`src/rtl/fpu_op_sequencer.sv`:
```
// LM32 FPU front-end: accepts one FP op, dispatches it to the adder or
// multiplier, waits under a watchdog and returns a one-cycle result.
module fpu_op_sequencer #(
  parameter int DATA_W  = 32,
  parameter int TIMEOUT = 64,
  parameter int CNT_W   = 7
) (
  input  logic              clk,
  input  logic              nrst,
  input  logic              req_valid,
  output logic              req_ready,
  input  logic [1:0]        req_opcode,
  input  logic [DATA_W-1:0] req_op_a,
  input  logic [DATA_W-1:0] req_op_b,
  output logic              resp_valid,
  output logic [DATA_W-1:0] resp_data,
  output logic              resp_err,
  output logic              add_start,
  output logic [DATA_W-1:0] add_a,
  output logic [DATA_W-1:0] add_b,
  input  logic              add_done,
  input  logic [DATA_W-1:0] add_res,
  output logic              mul_start,
  output logic [DATA_W-1:0] mul_a,
  output logic [DATA_W-1:0] mul_b,
  input  logic              mul_done,
  input  logic [DATA_W-1:0] mul_res
);

  typedef enum logic [1:0] {
    S_IDLE,
    S_ISSUE,
    S_WAIT,
    S_RESP
  } state_t;

  localparam logic [DATA_W-1:0] QNAN =
    DATA_W'(32'h7FC0_0000);
  localparam logic [CNT_W-1:0] WD_MAX =
    CNT_W'(TIMEOUT);
  localparam logic [CNT_W-1:0] WD_LAST =
    CNT_W'(TIMEOUT - 1);

  state_t            state;
  state_t            state_n;
  logic              sel_mul;
  logic [CNT_W-1:0]  wd;
  logic [DATA_W-1:0] data_q;
  logic              err_q;
  logic [DATA_W-1:0] add_a_q;
  logic [DATA_W-1:0] add_b_q;
  logic [DATA_W-1:0] mul_a_q;
  logic [DATA_W-1:0] mul_b_q;

  logic              accept;
  logic              is_add;
  logic              is_sub;
  logic              is_mul;
  logic              is_bad;
  logic              done_hit;
  logic              timeout;
  logic [DATA_W-1:0] b_neg;

  assign b_neg = {~req_op_b[DATA_W-1],
                  req_op_b[DATA_W-2:0]};

  always_comb begin
    is_add = 1'b0;
    is_sub = 1'b0;
    is_mul = 1'b0;
    is_bad = 1'b0;
    unique case (1'b1)
      (req_opcode == 2'd0): is_add = 1'b1;
      (req_opcode == 2'd1): is_sub = 1'b1;
      (req_opcode == 2'd2): is_mul = 1'b1;
      default:              is_bad = 1'b1;
    endcase
  end

  always_comb begin
    state_n  = state;
    accept   = 1'b0;
    done_hit = 1'b0;
    timeout  = 1'b0;
    unique case (state)
      S_IDLE: begin
        if (req_valid) begin
          accept  = 1'b1;
          state_n = is_bad ? S_RESP : S_ISSUE;
        end
      end
      S_ISSUE: state_n = S_WAIT;
      S_WAIT: begin
        done_hit = sel_mul ? mul_done : add_done;
        timeout  = (wd == WD_LAST);
        if (done_hit || timeout) state_n = S_RESP;
      end
      S_RESP:  state_n = S_IDLE;
      default: state_n = S_IDLE;
    endcase
  end

  always_ff @(posedge clk or negedge nrst) begin
    if (!nrst) begin
      state   <= S_IDLE;
      sel_mul <= 1'b0;
      wd      <= '0;
      data_q  <= '0;
      err_q   <= 1'b0;
      add_a_q <= '0;
      add_b_q <= '0;
      mul_a_q <= '0;
      mul_b_q <= '0;
    end else begin
      state <= state_n;
      if (accept) begin
        if (is_bad) begin
          data_q <= QNAN;
          err_q  <= 1'b1;
        end else if (is_mul) begin
          sel_mul <= 1'b1;
          mul_a_q <= req_op_a;
          mul_b_q <= req_op_b;
        end else begin
          sel_mul <= 1'b0;
          add_a_q <= req_op_a;
          add_b_q <= is_sub ? b_neg : req_op_b;
        end
      end
      // watchdog saturates so a stuck unit never wraps it
      if (state == S_ISSUE) begin
        wd <= '0;
      end else if (state == S_WAIT && wd != WD_MAX) begin
        wd <= wd + 1'b1;
      end
      if (done_hit) begin
        data_q <= sel_mul ? mul_res : add_res;
        err_q  <= 1'b0;
      end else if (timeout) begin
        data_q <= QNAN;
        err_q  <= 1'b1;
      end
    end
  end

  assign req_ready  = (state == S_IDLE);
  assign resp_valid = (state == S_RESP);
  assign resp_data  = data_q;
  assign resp_err   = err_q;
  assign add_start  = (state == S_ISSUE) && !sel_mul;
  assign mul_start  = (state == S_ISSUE) && sel_mul;
  assign add_a      = add_a_q;
  assign add_b      = add_b_q;
  assign mul_a      = mul_a_q;
  assign mul_b      = mul_b_q;

  logic unused;
  assign unused = is_add;

endmodule

```
`config.mk`:
```
export PLATFORM = sky130hd
export DESIGN_NAME = fpu_op_sequencer
export DESIGN_NICKNAME = d
export VERILOG_FILES = /design/src/rtl/fpu_op_sequencer.sv
export SDC_FILE = /design/constraint.sdc
export NUM_CORES = 1
export LEC_CHECK = 0
export ABC_CLOCK_PERIOD_IN_PS = 2050
export BUFFER_PORTS_ARGS = -buffer_cell sky130_fd_sc_hd__buf_4
export CAP_MARGIN = 20
export CORE_MARGIN = 2
export CORE_UTILIZATION = 48
export CTS_CLUSTER_DIAMETER = 40
export DETAILED_ROUTE_END_ITERATION = 16
export PLACE_DENSITY = 0.81
export SLEW_MARGIN = 20
export SYNTH_ARGS = -nofsm -noshare
export SYNTH_HDL_FRONTEND = slang
export SYNTH_SLANG_ARGS = --single-unit
```
`constraint.sdc`:
```
create_clock -name clk -period 2.05 [get_ports clk]
set_clock_uncertainty 0.05 [all_clocks]
set_input_delay 0.3075 -clock clk [delete_from_list [all_inputs] [get_ports clk]]
set_output_delay 0.3075 -clock clk [all_outputs]
set_load 0.01 [all_outputs]
```
Word level (Yosys, flattened, before mapping)
Cells that the tools add are included.

word-level totals
  input bits = 135
  register bits = 171
  word-level logic and storage cells = 61

operators by class
  add/sub/neg operators = 1
  reduce and logical (&&, ||, !) cells = 15
  multiplexer cells = 24
  equality and inequality tests = 10
  bitwise gates (word level) = 2

operators with widths
  cell                                           number
  two-way mux 32 bit                             6
  two-way mux 7 bit                              2
  two-way mux 1 bit                              12
  one-hot mux 2 bit (4 select lines)             1
  adder 7 x 1 -> 7 bit, second input constant    1
  == test 7 x 6 -> 1 bit, second input constant  1
  != test 7 bit, second input constant           1
  == test 2 bit, second input constant           3
  two-way mux 2 bit                              3
  AND reduction 2 bit                            3
  AND reduction 3 bit                            2
  == test 2 x 1 -> 1 bit, second input constant  2
  logical NOT 2 bit                              2
  != test 2 bit, second input constant           2
  logical AND 1 bit                              3
  != test 3 x 1 -> 1 bit, second input constant  1
  nonzero test 3 bit                             1
  OR reduction 3 bit                             1
  NOT 1 bit                                      2
  nonzero test 2 bit                             1
  logical NOT 1 bit                              1
  logical OR 1 bit                               1

Depth between registers and ports, before layout
  word-level depth = 6
  depth in mapped cells = 8
  mapped depth without buffers = 6

Worst setup path after synthesis
Ideal clock, no wire load.

  path type = register to register
  from = reg state[0]
  to = reg data_q[10] (netlist: resp_data[10])
  data required time = 1.862 ns
  stages on the path, launching flop included = 8
  path slack = 0.266 ns
  data arrival time = 1.596 ns
  cells stage by stage = dfrtp_1 inv_1 ha_1 buf_2 nand2_1 o31ai_4 clkbuf_1 o22ai_1

between the ends
  cells in the longest elaborated chain, start to end = 4

ends and longest elaborated chain
  element                                                                            RTL line  RTL
  start, declared                                                                    44        state_t state;
  start signal, assigned                                                             115       state <= state_n;
  == test 2 bit / logical NOT 2 bit (equally long branches)                          85        unique case (state)
  two-way mux 1 bit                                                                  85
  != test 3 x 1 -> 1 bit (no source line), or another cell as far along              n/a
  AND reduction 2 bit (no source line) / two-way mux 32 bit (equally long branches)  n/a
  end signal, assigned                                                               137       data_q <= sel_mul ? mul_res : add_res;
  end, declared                                                                      48        logic [DATA_W-1:0] data_q;

Parallel ways exist; a longest one is shown, timed or not.
A chain may end at the register's enable or synchronous reset.

Worst setup path in the final report
  from = reg sel_mul
  to = out mul_start

between the ends
  cells in the longest elaborated chain, start to end = 1

ends and longest elaborated chain
  element                 RTL line  RTL
  start, declared         46        logic sel_mul;
  start signal, assigned  106       sel_mul <= 1'b0;
  start signal, assigned  121       sel_mul <= 1'b1;
  start signal, assigned  125       sel_mul <= 1'b0;
  logical AND 1 bit       151       assign mul_start = (state == S_ISSUE) && sel_mul;
  end, declared           23        output logic mul_start,

Every way passes these cells.

==> run_results.csv <==
group,metric,value,unit
logic_synthesis,ys_async_sr_fraction,100,%
timing,rsz0062_at_grt,"no",
worst_hold_path,hp-start,"req_op_a[12]",
global_routing,grt_max_degree,47,
detailed_routing,first_pass_iters,4,
die,die_x,124,microns
worst_setup_path,cpMostUsedCell,"buf_4",
global_routing,overflow,0,
timing,hold_viol,0,
worst_setup_path,start_kind,"register",
clocking,clk_path_buf_depth,2,
worst_setup_path,critPathMaxStageDelay,0.46,ns
logic_synthesis,yosysUniqueCellTypes,35,
die,start_util,49.7,%
die,fp-row-count,43,
logic_synthesis,synth_nets,626,
worst_setup_path,critPathTopFamily,"buffers and inverters",
pwr,power.total,15.5,mW
worst_hold_path,min_path_type,"in2reg",
pwr,ir_drop,0.000910,V
worst_setup_path,r2r_start,"state[0]$_DFFE_PN0P_",
worst_hold_path,whs_path_depth,2,
clocking,clk_latency,0.41,ns
worst_setup_path,cp.required,1.69,ns
worst_hold_path,hold_end,"mul_a[12]$_DFFE_PN0P_",
worst_setup_path,slowest_stage,"buf_4",
outcome,status,"finished, final reports clean",
global_routing,track_usage,24.7,%
clocking,clockRootBuffer,"clkbuf_16",
clocking,cts_tree,"done",
worst_setup_path,critPathArrivalTime,1.57,ns
worst_setup_path,critPathMaxFanout,35,
detailed_routing,routed_via_density,5.24,
clocking,htree_levels,4,
finish,nets,928,
placement,numPortBuffers,299,
clocking,post-cts-setup-buffers,0,
worst_setup_path,criticalPathCategory,"reg2out",
clocking,cts.sink_count,171,
finish,n_antenna_cell,0,
clocking,cts_made_buffers,17,
finish,drive_gt1_share,59.7,%
timing,finalSetupViolCount,0,
timing,worstMarginPinSlew,0.569,ns
finish,area_delta_synth_final,44.3,%
global_routing,grt_pass1_wl,30000,microns
worst_setup_path,r2r-end,"mul_a[17]$_DFFE_PN0P_",
timing,max_freq,518,MHz
pwr,p_leak,4.94,nW
worst_setup_path,cp.buffers_inverters,2,
logic_synthesis,netlist_area,6950,sq um
global_routing,grt_antenna_before_repair,0,
global_routing,first_global_vias,5485,
logic_synthesis,postSynthAreaPerCell,14.4,sq um
logic_synthesis,synth_ff_type,"dfrtp_1",
placement,place_congestion,0.921,
detailed_routing,drc,0,
job,drv_cap,0,
timing,finalCritPeriodShare,94.1,%
die,die_h,124,microns
worst_setup_path,r2r_cells,5,
detailed_routing,drtAntennaViolNets,0,
worst_setup_path,regToRegSetupSlack,0.20,ns
die,placeableCoreArea,14000,sq um
logic_synthesis,synth-edff-count,0,
placement,hpwl,14300,microns
logic_synthesis,netlist_instances,484,
logic_synthesis,synth-seq-cells,171,
logic_synthesis,seq_area_frac_synth,61.5,%
pwr,power_density,1550,nW/um^2
timing,slew_headroom,62.0,%
die,ios,300,
detailed_routing,initialDrtViolationCount,217,
clocking,clkTransAtPathRegs,0.06,ns
logic_synthesis,yosys_warnings,0,
detailed_routing,via_count,5122,
detailed_routing,drt-total-wl,18700,microns
detailed_routing,post_drt_wl_per_cell,19.2,microns
timing,drv_slew,0,
die,fp.dieArea,15500,sq um
worst_setup_path,cp-end-kind,"output port",
timing,tns,0,ns
worst_setup_path,cp_cell_sequence,"buf_4, and2_1, buf_4",
timing,min_period,1.93,ns
## timing repair
action / 4_1_cts / 5_1_grt
endpoints found under the hold margin: 38 / 0
setup endpoints to repair: 0 / 2
gates resized for setup: 0 / 1
hold buffers: 1 / 0
## layout make-up
class / count / area, sq um
flip-flops and latches: 171 / 4280
fillers: 950 / 3960
multi-input cells: 278 / 2500
repair buffers: 313 / 2430
clock buffers: 20 / 457
well taps: 180 / 225
clock inverters: 10 / 118
inverters: 5 / 18.8
## how the worst max path moves through the flow
stage / slack (ns) / end / startpoint / cells past startpoint
after global routing: 0.03 / mul_start / sel_mul$_DFFE_PN0P_ / 3
after CTS: 0.03 / add_start / state[1]$_DFFE_PN0P_ / 4
after global placement: 0.29 / mul_b[3]$_DFFE_PN0P_ / state[0]$_DFFE_PN0P_ / 5
final: 0.12 / mul_start / sel_mul$_DFFE_PN0P_ / 3
after floorplan: 0.27 / resp_data[10]$_DFFE_PN0P_ / state[0]$_DFFE_PN0P_ / 7
after detailed placement: 0.20 / mul_a[17]$_DFFE_PN0P_ / state[0]$_DFFE_PN0P_ / 5
## flip-flops by register name (all words and copies together), names as in the netlist
signal	count
add_b	32
sel_mul	1
resp_err	1
mul_b	32
wd	7
mul_a	32
state	2
resp_data	32
add_a	32
## where the power goes
group	total (mW)	switching [mW]	leakage (nW)	internal, mW
clock	3.09	1.24	0.282	1.85
sequential	5.86	0.891	2.07	4.97
combinational	6.55	2.91	2.58	3.64
total	15.5	5.04	4.94	10.5
## cells in the mapped netlist, drive strengths merged (2+ instances only)
master  count  area share [%]
ha          7             1.3
o22ai      23             2.1
nor2b       3            0.27
nor3        9            0.65
a31oi       2            0.27
buf        29             2.2
mux2i      35             5.0
xor2        2            0.25
inv         5            0.27
dfrtp     171              62
mux2      127              21
a21oi      12            0.86
nand4       4            0.58
nand2      29             1.6
o21ai       4            0.34
or3         2            0.20
nor2        7            0.38
xnor2       2            0.25
## metal layers
metal	vias to the layer above	track usage, %	routed length [microns]
li1	2324	-	-
met1	2545	28.5	6980
met3	46	6.70	1140
met5	-	0	0
met2	207	42.7	9800
met4	0	12.0	802
## per-stage QoR
step	util, %	cells	instance area, sq um	setup slack [ns]	hold slack, ns
floorplan	-	484	6950	0.266	-0.0381
global placement	67.5	946	9440	0.288	0.198
detailed placement	67.5	946	9440	0.196	0.197
CTS	71.7	977	10000	0.0307	0.0633
global route	71.7	977	10000	0.0345	0.0634
finish	71.7	977	10000	0.120	0.0834
## cell usage in the layout (no fill, tap or decap), drive strengths merged, types with 6 or more instances in the layout
cell type and n:
a21oi 12, buf 312, clkbuf 20, clkinv 6, dfrtp 171, ha 7
inv 6, mux2 127, mux2i 35, nand2 29, nor2 7, nor3 9
o22ai 23
## logic make-up (layout without fill, tap and decap cells)
family                   count (synthesis)  after routing  synth area share [%]
flip-flops                             171            171                  61.5
adder cells (fa/ha/maj)                  7              7                  1.26
multiplexers                           162            162                  25.6
XOR/XNOR                                 4              4                 0.504
buffers and inverters                   35            348                  2.52
AO/OA/AOI/OAI                           44             44                  4.16
AND/OR/NAND/NOR                         61             61                  4.41
## worst register-to-register path, delay by kind of cell (launching register included)
| family | cells | cell delay, ns |
|---|---|---|
| buffers and inverters | 2 | 0.43 |
| muxes | 1 | 0.39 |
| adders and majority gates | 1 | 0.26 |
| DFF | 1 | 0.41 |
| and+or+nand+nor | 1 | 0.20 |
Power figures use the tool's default switching activity.
